--- src/rtl/keypad_pkg.sv ---
// Shared types and constants for the 4x3 keypad matrix encoder.
package keypad_pkg;

    typedef enum logic [1:0] {
        SCAN,
        DEBOUNCE,
        PRESSED,
        RELEASE
    } kp_state_e;

    localparam logic [3:0] KEY_STAR  = 4'd10;
    localparam logic [3:0] KEY_SHARP = 4'd11;

    // Indexed by row*3 + col; entry 0 is row 0 / column 0.
    localparam logic [11:0][3:0] KEY_MAP = {
        4'd11, 4'd0, 4'd10,
        4'd9,  4'd8, 4'd7,
        4'd6,  4'd5, 4'd4,
        4'd3,  4'd2, 4'd1
    };

    typedef struct packed {
        logic       single;
        logic [1:0] idx;
    } row_sample_t;

    function automatic row_sample_t decode_rows(input logic [3:0] rows_n);
        row_sample_t s;
        s.single = 1'b1;
        s.idx    = 2'd0;
        case (rows_n)
            4'b1110: s.idx = 2'd0;
            4'b1101: s.idx = 2'd1;
            4'b1011: s.idx = 2'd2;
            4'b0111: s.idx = 2'd3;
            default: s.single = 1'b0;
        endcase
        return s;
    endfunction

    function automatic logic [3:0] key_lookup(input logic [1:0] row, input logic [1:0] col);
        logic [3:0] idx;
        idx = ({2'b00, row} * 4'd3) + {2'b00, col};
        return KEY_MAP[idx];
    endfunction

endpackage

--- src/rtl/keypad_tick_gen.sv ---
// Free-running divider; tick is high for the one cycle the count equals SCAN_DIV-1.
module keypad_tick_gen #(
    parameter int SCAN_DIV = 1000
) (
    input  logic clk,
    input  logic rst,
    output logic tick
);

    localparam int CW = (SCAN_DIV > 1) ? $clog2(SCAN_DIV) : 1;
    localparam logic [CW-1:0] LAST = CW'(SCAN_DIV - 1);

    logic [CW-1:0] cnt_reg;

    always_ff @(posedge clk or posedge rst) begin
        if (rst) begin
            cnt_reg <= '0;
        end else if (cnt_reg == LAST) begin
            cnt_reg <= '0;
        end else begin
            cnt_reg <= cnt_reg + CW'(1);
        end
    end

    assign tick = (cnt_reg == LAST);

endmodule

--- src/rtl/keypad_matrix_encoder.sv ---
// 4x3 keypad scanner/debouncer producing one-hot digit plus active-low star/sharp.
// Optional stuck-key timeout enabled by defining KEYPAD_STUCK_TIMEOUT_EN.
module keypad_matrix_encoder
    import keypad_pkg::*;
#(
    parameter int SCAN_DIV    = 1000,
    parameter int DEB_CNT     = 4,
    parameter int STUCK_TICKS = 50000
) (
    input  logic       clk,
    input  logic       rst,
    input  logic [3:0] row_n,
    output logic [2:0] col_n,
    output logic [9:0] number,
    output logic       star,
    output logic       sharp,
    output logic       key_valid,
    output logic [3:0] key_code,
    output logic       stuck
);

    if (SCAN_DIV < 4 || DEB_CNT < 1 || STUCK_TICKS < 1) begin : g_param_check
        $error("keypad_matrix_encoder: invalid parameter values");
    end

    localparam int DW = $clog2(DEB_CNT + 1);
    localparam logic [DW-1:0] DEB_LAST = DW'(DEB_CNT - 1);

    logic            tick;
    logic [3:0]      row_meta_reg;
    logic [3:0]      row_sync_reg;
    kp_state_e       state_reg;
    logic [1:0]      col_reg;
    logic [1:0]      row_lat_reg;
    logic [DW-1:0]   deb_reg;
    logic [DW-1:0]   rel_reg;
    logic [9:0]      number_reg;
    logic            star_reg;
    logic            sharp_reg;
    logic            key_valid_reg;
    logic [3:0]      key_code_reg;

    row_sample_t     samp;
    logic            lat_row_high;
    logic [1:0]      col_adv;
    logic [3:0]      acc_code;
    logic            accept_now;
    logic            release_now;

    keypad_tick_gen #(
        .SCAN_DIV (SCAN_DIV)
    ) u_tick_gen (
        .clk  (clk),
        .rst  (rst),
        .tick (tick)
    );

    always_ff @(posedge clk or posedge rst) begin
        if (rst) begin
            row_meta_reg <= '1;
            row_sync_reg <= '1;
        end else begin
            row_meta_reg <= row_n;
            row_sync_reg <= row_meta_reg;
        end
    end

    assign samp         = decode_rows(row_sync_reg);
    assign lat_row_high = row_sync_reg[row_lat_reg];
    assign col_adv      = (col_reg == 2'd2) ? 2'd0 : col_reg + 2'd1;
    // When accepting, the sampled row always equals the latched row.
    assign acc_code     = key_lookup(samp.idx, col_reg);

    always_comb begin
        accept_now  = 1'b0;
        release_now = 1'b0;
        if (tick) begin
            case (state_reg)
                SCAN:     accept_now  = samp.single && (DEB_CNT == 1);
                DEBOUNCE: accept_now  = samp.single && (samp.idx == row_lat_reg) && (deb_reg == DEB_LAST);
                PRESSED:  release_now = lat_row_high && (DEB_CNT == 1);
                RELEASE:  release_now = lat_row_high && (rel_reg == DEB_LAST);
                default:  ;
            endcase
        end
    end

`ifdef KEYPAD_STUCK_TIMEOUT_EN
    localparam int SW = $clog2(STUCK_TICKS + 1);
    localparam logic [SW-1:0] STUCK_LAST = SW'(STUCK_TICKS - 1);

    logic [SW-1:0] stuck_cnt_reg;
    logic          stuck_reg;
    logic          stuck_hit;

    assign stuck_hit = tick && (state_reg == PRESSED) && !lat_row_high &&
                       !stuck_reg && (stuck_cnt_reg == STUCK_LAST);

    always_ff @(posedge clk or posedge rst) begin
        if (rst) begin
            stuck_cnt_reg <= '0;
            stuck_reg     <= 1'b0;
        end else begin
            if (accept_now) begin
                stuck_cnt_reg <= '0;
            end else if (tick && state_reg == PRESSED && !lat_row_high && !stuck_reg &&
                         stuck_cnt_reg != STUCK_LAST) begin
                stuck_cnt_reg <= stuck_cnt_reg + SW'(1);
            end
            if (release_now) begin
                stuck_reg <= 1'b0;
            end else if (stuck_hit) begin
                stuck_reg <= 1'b1;
            end
        end
    end

    assign stuck = stuck_reg;
`else
    assign stuck = 1'b0;
`endif

    always_ff @(posedge clk or posedge rst) begin
        if (rst) begin
            state_reg     <= SCAN;
            col_reg       <= 2'd0;
            row_lat_reg   <= 2'd0;
            deb_reg       <= '0;
            rel_reg       <= '0;
            number_reg    <= '0;
            star_reg      <= 1'b1;
            sharp_reg     <= 1'b1;
            key_valid_reg <= 1'b0;
            key_code_reg  <= '0;
        end else begin
            key_valid_reg <= 1'b0;
            if (tick) begin
                case (state_reg)
                    SCAN: begin
                        if (samp.single) begin
                            row_lat_reg <= samp.idx;
                            deb_reg     <= DW'(1);
                            state_reg   <= DEBOUNCE;
                        end else begin
                            col_reg <= col_adv;
                        end
                    end
                    DEBOUNCE: begin
                        if (samp.single && samp.idx == row_lat_reg) begin
                            deb_reg <= deb_reg + DW'(1);
                        end else begin
                            deb_reg   <= '0;
                            state_reg <= SCAN;
                            col_reg   <= col_adv;
                        end
                    end
                    PRESSED: begin
                        // Only the latched row matters; chords added later are ignored.
                        if (lat_row_high) begin
                            rel_reg   <= DW'(1);
                            state_reg <= RELEASE;
                        end
                    end
                    RELEASE: begin
                        if (lat_row_high) begin
                            rel_reg <= rel_reg + DW'(1);
                        end else begin
                            rel_reg   <= '0;
                            state_reg <= PRESSED;
                        end
                    end
                    default: state_reg <= SCAN;
                endcase
            end

            if (accept_now) begin
                state_reg     <= PRESSED;
                deb_reg       <= '0;
                key_valid_reg <= 1'b1;
                key_code_reg  <= acc_code;
                number_reg    <= (acc_code < 4'd10) ? (10'b1 << acc_code) : 10'b0;
                star_reg      <= (acc_code != KEY_STAR);
                sharp_reg     <= (acc_code != KEY_SHARP);
            end

`ifdef KEYPAD_STUCK_TIMEOUT_EN
            if (stuck_hit) begin
                number_reg <= '0;
                star_reg   <= 1'b1;
                sharp_reg  <= 1'b1;
            end
`endif

            if (release_now) begin
                state_reg  <= SCAN;
                col_reg    <= col_adv;
                rel_reg    <= '0;
                number_reg <= '0;
                star_reg   <= 1'b1;
                sharp_reg  <= 1'b1;
            end
        end
    end

    assign col_n     = ~(3'b001 << col_reg);
    assign number    = number_reg;
    assign star      = star_reg;
    assign sharp     = sharp_reg;
    assign key_valid = key_valid_reg;
    assign key_code  = key_code_reg;

endmodule
--- config.mk ---
export PLATFORM = sky130hd
export DESIGN_NAME = keypad_matrix_encoder
export DESIGN_NICKNAME = d
export VERILOG_FILES = /design/src/rtl/keypad_pkg.sv /design/src/rtl/keypad_tick_gen.sv /design/src/rtl/keypad_matrix_encoder.sv
export SDC_FILE = /design/constraint.sdc
export NUM_CORES = 1
export LEC_CHECK = 0
export CAP_MARGIN = 15
export CORE_MARGIN = 3
export CORE_UTILIZATION = 25
export DETAILED_ROUTE_END_ITERATION = 8
export PLACE_DENSITY = 0.51
export SETUP_SLACK_MARGIN = 0.3
export SYNTH_ARGS = -nofsm -noshare
export SYNTH_HDL_FRONTEND = slang
export SYNTH_SLANG_ARGS = --single-unit
--- constraint.sdc ---
create_clock -name clk -period 4.7 [get_ports clk]
set_clock_uncertainty 0.1 [all_clocks]
set_input_delay 0.94 -clock clk [delete_from_list [all_inputs] [get_ports clk]]
set_output_delay 0.94 -clock clk [all_outputs]
set_load 0.02 [all_outputs]
After elaboration in Yosys (flattened, before gate mapping)
Memory sizes are Yosys's and may differ from the RTL's. Cells that the tools add are included.

Bits in writable memories: 0. Output and inout bits: 21. Flip-flop bits (word level): 47. Logic and storage cells: 107. Input bits: 6. Bits in read-only memories: 64. Memories: 1. Bits in latches: 0.

Memories: (no name shown) (depth 16, bits a word 4, read ports 1, clocked after Yosys merged registers in 0, write ports 0, RTL line keypad_pkg.sv:44) `return KEY_MAP[idx];`.

Bitwise operators: 1. $lt $le $gt $ge: 3. Reductions and logical operators: 17. Multipliers: 1. Div/mod/pow operators: 0. Shift-type cells: 2. Mux-type cells: 42. Equality and inequality tests: 22. $add $sub $neg: 5.

Operators by type and width (count): two-way mux 10 bit (4); two-way mux 2 bit (12); two-way mux 3 bit (8); != test 4 bit (second input constant) (6); == test 4 bit (second input constant) (3); != test 3 bit (second input constant) (4); case mux 3 bit (2 select lines) (2); nonzero test 3 bit (4); two-way mux 1 bit (11); adder 10 x 1 -> 10 bit (second input constant) (1); == test 10 bit (second input constant) (1); left shift 1 x 4 -> 10 bit (first input constant) (1); AND reduction 3 bit (3); case mux 2 bit (4 select lines) (1); adder 3 x 1 -> 3 bit (second input constant) (2); == test 2 bit (second input constant) (3); == test 3 x 2 -> 1 bit (second input constant) (2); case mux 2 bit (3 select lines) (1); nonzero test 2 bit (3); < comparator 4 x 5 -> 1 bit (second input constant) (1); AND reduction 5 bit (1); adder 4 x 2 -> 4 bit (1); == test 4 x 3 -> 1 bit (second input constant) (1); < comparator 4 bit (second input constant) (1); other kinds (14) (16).

Logic depth before layout (Yosys ltp)
Gate-level depths: netlist of run 1.

Depth in word-level cells: 10. Mapped depth: 14. Gate-level depth less buffers: 12.

Modules after synthesis
From an unflattened synthesis of run 1, not the netlist that was laid out.

Cells, all modules: 263. Area, all modules: 2602.5 um^2.

Modules (own cells, without submodules): keypad_matrix_encoder (instances 1, cells an instance 216, seq. area each 938.4 um^2, area each 2095.8 um^2); keypad_tick_gen (instances 1, cells an instance 47, seq. area each 250.2 um^2, area each 506.7 um^2).

Least setup slack after synthesis of run 1
No wires, ideal clock.

Path kind: flip-flop to flip-flop. From: reg row_sync_reg[3]. To: reg number_reg[8] (netlist: number[8]). Data arrival time: 2.968 ns. Period minus slack after synthesis: 3.146 ns. Setup slack: 1.554 ns. Stages on the path, launching flop included: 14. Path buffers: 2. Setup time: 0.077 ns. Data required time: 4.523 ns. Cells stage by stage: dfstp_2 clkbuf_1 xor2_1 and3_1 inv_1 fa_1 inv_1 ha_1 fa_1 buf_1 nor3b_1 a21oi_1 nand3b_1 a21oi_1.

RTL lines: from (decl) (RTL line keypad_matrix_encoder.sv:31) `logic [3:0] row_sync_reg;`; from (signal assigned) (RTL line keypad_matrix_encoder.sv:64) `row_sync_reg <= row_meta_reg;`; to (signal assigned) (RTL line keypad_matrix_encoder.sv:181) `number_reg <= (acc_code < 4'd10) ? (10'b1 << acc_code) : 10'b0;`; to (decl) (RTL line keypad_matrix_encoder.sv:37) `logic [9:0] number_reg;`.

==> flow_summary.toml, run 1 <==
[power]
p_leak_nw = 1.32
p_switching_uw = 172
pwr-share-seq = 0.533
power_frac_clock = 0.403
comb_power_share = 0.063
total_power_uw = 777
irDropWorstVdd_mv = 0.122
pwr_density_cell_nw_per_um2 = 252
p_sw_frac = 0.221
p_int_uw = 605

[worst_setup_path]
startpoint_type = "flop"
r2r-start = "row_sync_reg[1]"
rrSetupSlack_ns = 1.36
crit_type = "reg2reg"
cp.required_ns = 4.76
crit_path_end_kind = "flop"
crit_arrival_ns = 3.41
worst-r2r-cell-count = 12
setup.worst_path.end = "number[7]"
crit_fanout = 14
reg2reg_to = "number[7]"
timing.critical_path.from = "row_sync_reg[1]"

[sta]
post-route-period-util = 0.711
rsz0062_at_grt = "false"
post-route-min-period_ns = 3.34
drv_slew = 0
slew_headroom = 0.288
hold_viol_final = 0
whs_ns = 0.260
fmax_ghz = 0.299
tightestPinTransition_ns = 1.07
setup_viol = 0
totalNegativeSetupSlack_ns = 0

[synthesis]
yosys-top-cells-area = "dfrtp_1 36%, dfstp_2 10%, ha_1 5.8%"
async_reset_ff_frac = 1.00
synth_common_cells = "37 x dfrtp_1, 29 x nor2_1, 19 x inv_1"
synth-edff-count = 0
syn_area_per_cell_um2 = 10.2
ys.warnings.count = 0
yosysTopAreaCellShare = 0.358
synth_nets = 275
synth_most_common_cell = "dfrtp_1"
synthDistinctLibCells = 54
yosys_most_used_dff = "dfrtp_1"
ys_seq_area_frac = 0.459
synthCells = 255
synth_seq_cells = 47
synthesis.area_um2 = 2590
synth_top_area_cell = "dfrtp_1"

[drt]
drc = 0
drt-initial-drc-count = 81
routed_wl_mm = 4.98
wl_per_cell_um = 12.1
firstDrtPassIters = 4
vias = 1871
antenna_left = 0
viasPerCell = 4.54

[clocking]
holdBufCountCts = 0
clock_path_buffers = 2
cts_buffers = 5
clk_pin_slew_ns = 0.10
cts.sinks = 47
clock-root-buffer = "clkbuf_8"
postCtsSetupBuffers = 0
cts-htree-levels = 2
cts-resized-gates = 0
cts_tree = "yes"
clk_latency_ns = 0.29

[layout]
n_fill_cell = 1062
multiInputGateArea_um2 = 1260
antenna_cells = 0
regArea_um2 = 1190
nets = 298
fin_area_um2 = 3080
drive_gt1_frac = 0.111
syn2layout_area_growth_pct = 18.9
stdcell_count = 412

[grt]
grt_remaining_overflow = 0
grt_pass1_wl_mm = 8.96
grt_pass1_vias = 1861
grt_start_max_net_pins = 48
grt_use_total = 0.0951
antenna_found_initial = 0

[floorplan]
initial_core_util = 0.261
design.core.area_um2 = 9910
ios = 27
die_w_um = 108
die_area_um2 = 11600
die_y_um = 108
std_cell_rows = 36

[outcome]
status = "completed"

[job]
maxCapViolations = 0

[placement]
portBuffers = 25
place_area_um2 = 2960
placed_cells = 404
hpwl_mm = 3.66
place.gp.congestion = 0.761

[worst_hold_path]
hold_path_class = "reg2reg"
## metal layers
metal / GRT usage / wire [µm] / up-vias
met5: 0 / 0 / -
met2: 0.140 / 2270 / 23
met4: 0.0252 / 36 / 0
met3: 0.0246 / 170 / 2
li1: - / - / 927
met1: 0.138 / 2500 / 919
## how the worst min path moves through the flow
stage               startpoint               to  slack, ns  cells past startpoint
3_5_place_dp   row_meta_reg[1]  row_sync_reg[1]       0.25                      0
5_1_grt        row_meta_reg[2]  row_sync_reg[2]       0.26                      0
3_3_place_gp   row_meta_reg[2]  row_sync_reg[2]       0.25                      0
2_1_floorplan  row_meta_reg[0]  row_sync_reg[0]       0.25                      0
6_report       row_meta_reg[2]  row_sync_reg[2]       0.26                      0
4_1_cts        row_meta_reg[1]  row_sync_reg[1]       0.26                      0
## metrics by stage
stage / util / worst slack (ns)
6_report: 0.311 / 1.36
5_1_grt: 0.311 / 1.08
4_1_cts: 0.311 / 1.35
3_5_place_dp: 0.298 / 1.36
3_3_place_gp: 0.298 / 1.42
2_1_floorplan: - / 1.55
## critical path: stages (launching register included)
cell	delay [ns]
dfstp_2	0.61
xor2_1	0.15
and3_1	0.21
inv_1	0.07
fa_1	0.49
inv_1	0.04
ha_1	0.20
fa_1	0.56
and3b_1	0.26
a21oi_1	0.22
nor2_1	0.08
mux2i_1	0.15
nor2_1	0.05
## power groups by stage
stage	combinational, mW	clock (mW)	sequential [mW]
detailed placement	0.0501	0	0.422
floorplan	0.0388	0	0.420
finish	0.0492	0.313	0.414
global placement	0.0504	0	0.422
global route	0.0569	0.348	0.415
CTS	0.0503	0.331	0.415
## cell type report
type | instances | area share
multi-input combinational | 177 | 0.409
sequential | 47 | 0.386
timing repair buffer | 28 | 0.0886
tap | 133 | 0.0540
clock buffer | 6 | 0.0268
inverter | 19 | 0.0232
clock inverter | 2 | 0.0126
## kinds of logic (layout without fill, tap and decap cells)
logic type / Yosys count / after routing / synth area share
mux: 16 / 16 / 0.0686
simple gates: 92 / 92 / 0.188
other cells: 1 / 1 / 0.00145
xor+xnor: 9 / 9 / 0.0304
buf+inv: 31 / 55 / 0.0546
flops: 47 / 47 / 0.459
fa+ha+maj: 14 / 14 / 0.0735
compound gates: 45 / 45 / 0.125
## layout by cell type, fill, tap and decap left out, drive strengths merged, types with 9 or more instances in the layout
cell | Yosys | final
nand2b | 9 | 9
inv | 19 | 20
a21oi | 13 | 13
nand3 | 10 | 10
clkdlybuf4s50 | 0 | 25
mux2i | 11 | 11
nor2 | 29 | 29
dfstp | 10 | 10
dfrtp | 37 | 37
ha | 12 | 12
nand2 | 14 | 14
(Power assumes the default switching activity.)
==> run 2, diff against run 1 <==
Clock period 4.7 ns to 3.3 ns, I/O delays scaled along.
==> flow_summary.toml, run 2 (synthesis results as in run 1) <==
[power]
power_frac_clock = 0.352
total_power_mw = 1.05
p_sw_frac = 0.240
p_int_uw = 796
p_switching_uw = 251
pwr-share-seq = 0.562
comb_power_share = 0.086
p_leak_nw = 1.37
irDropWorstVdd_mv = 0.146
pwr_density_cell_nw_per_um2 = 329

[sta]
drv_slew = 0
slew_headroom = 0.468
post-route-min-period_ns = 3.03
rsz0062_at_grt = "true"
whs_ns = 0.259
hold_viol_final = 0
tightestPinTransition_ns = 0.795
post-route-period-util = 0.919
setup_viol = 0
fmax_ghz = 0.330

[floorplan]
die_y_um = 108
die_area_um2 = 11600
die_w_um = 108
ios = 27
design.core.area_um2 = 9910
initial_core_util = 0.261
std_cell_rows = 36

[worst_setup_path]
crit_type = "reg2reg"
crit_chain = "xor2_1, and3_1, inv_2, fa_1, inv_1, ha_2, fa_2, and3b_1, a21o_1, and3b_1, o22ai_1"
critPathMostFrequentCell = "and3b_1"
cp.required_ns = 3.44
crit_fanout = 5
rrSetupSlack_ns = 0.27
crit_arrival_ns = 3.17
critical-path-slowest-cell = "dfstp_2"
startpoint_type = "flop"
cp_slowest_stage_delay_ns = 0.57
crit_path_end_kind = "flop"

[placement]
place.gp.congestion = 0.757
portBuffers = 25
hpwl_mm = 3.79

[clocking]
cts_tree = "yes"
cts-htree-levels = 2
clk_latency_ns = 0.30
cts_buffers = 5
clock-root-buffer = "clkbuf_8"
cts.sinks = 47
clock_path_buffers = 2
holdBufCountCts = 0
clk_pin_slew_ns = 0.09

[layout]
nets = 309
layout_common_cells = "37 x dfrtp_1, 28 x nor2_1, 25 x clkdlybuf4s50_1, 17 x inv_1, 14 x nand2_1"
drive_gt1_frac = 0.179
final_common_cell = "dfrtp_1"
syn2layout_area_growth_pct = 23.1
antenna_cells = 0

[drt]
drt-initial-drc-count = 72
antenna_left = 0
vias = 1892
viasPerCell = 4.47
firstDrtPassIters = 4
routed_wl_mm = 5.29
wl_per_cell_um = 12.5
drc = 0

[job]
maxCapViolations = 0

[grt]
grt_pass1_wl_mm = 9.34
grt_remaining_overflow = 0
antenna_found_initial = 0
grt_start_max_net_pins = 28
grt_pass1_vias = 1901
grt_use_total = 0.101

[worst_hold_path]
hold_path_class = "reg2reg"

[outcome]
status = "completed"
==> run 2: cell count changes in the layout (fill, tap and decap cells not counted), moves of 2 or more <==
| cell | delta |
|---|---|
| a21oi_1 | -2 |
| nor3b_2 | +2 |
| ha_1 | -2 |
| a21oi_2 | +2 |
| nor3b_1 | -2 |
| buf_4 | +10 |
==> run 2: timing repair <==
action | CTS | global route
endpoints found under the setup margin | 14 | 15
buffers inserted | 9 | 0
pin swaps | 2 | 3
gates resized for setup | 8 | 6
==> run 2: power by group through the flow <==
stage / Sequential (mW) / Clock [mW] / Combinational (mW)
after floorplan: 0.598 / 0 / 0.0570
after global placement: 0.601 / 0 / 0.0742
after detailed placement: 0.601 / 0 / 0.0753
after CTS: 0.589 / 0.393 / 0.0895
after global routing: 0.590 / 0.414 / 0.102
final: 0.589 / 0.369 / 0.0900
==> run 2: cell type report <==
cell class | instances | area (µm²)
fill | 1068 | 6720
multi-input combinational | 177 | 1310
clock inverter | 1 | 8.76
timing repair buffer | 39 | 359
inverter | 19 | 71.3
sequential | 47 | 1190
clock buffer | 7 | 86.3
tap | 133 | 166
==> run 2: per-stage QoR <==
stage	instance area (µm²)	util	worst slack [ns]	cells	TNS (ns)
final	3190	0.321	0.268	423	0
after global placement	2980	0.300	0.0509	406	0
after detailed placement	2980	0.300	-0.000423	406	-0.000423
after CTS	3170	0.320	0.297	423	0
after floorplan	2610	-	0.300	255	0
after global routing	3190	0.321	0.0992	423	0
==> run 2: path summary, 6_finish.rpt <==
check | from | to | cells past startpoint
worst max register to register | row_sync_reg[3] | sharp | 11
worst max-delay path | row_sync_reg[3] | sharp | 11
min in group asynchronous | rst | deb_reg[0] | 2
worst min register to register | row_meta_reg[2] | row_sync_reg[2] | 0
max in group asynchronous | rst | star | 3
worst min-delay path | row_meta_reg[2] | row_sync_reg[2] | 0
==> run 2: critical path, delay by kind of cell (launching register included) <==
| kind | cells | cell delay [ns] |
|---|---|---|
| AOI/OAI and AO/OA | 2 | 0.25 |
| xor gates and xnor gates | 1 | 0.12 |
| adders and majority gates | 3 | 1.24 |
| buffers and inverters | 2 | 0.09 |
| DFF | 1 | 0.57 |
| and+or+nand+nor | 3 | 0.60 |
==> run 2: layer usage <==
layer / wire length (µm) / up-vias / share of wire / global-route usage
li1: - / 953 / - / -
met5: 0 / - / 0 / 0
met4: 74 / 0 / 0.014 / 0.0370
met1: 2770 / 913 / 0.52 / 0.145
met3: 126 / 6 / 0.024 / 0.0228
met2: 2320 / 20 / 0.44 / 0.146
==> run 3, diff against run 2 <==
Settings changed: CTS_CLUSTER_SIZE set to 16.
==> results of run 3 <==
Same layout as run 2: the final DEF is identical, and so are final timing and power.
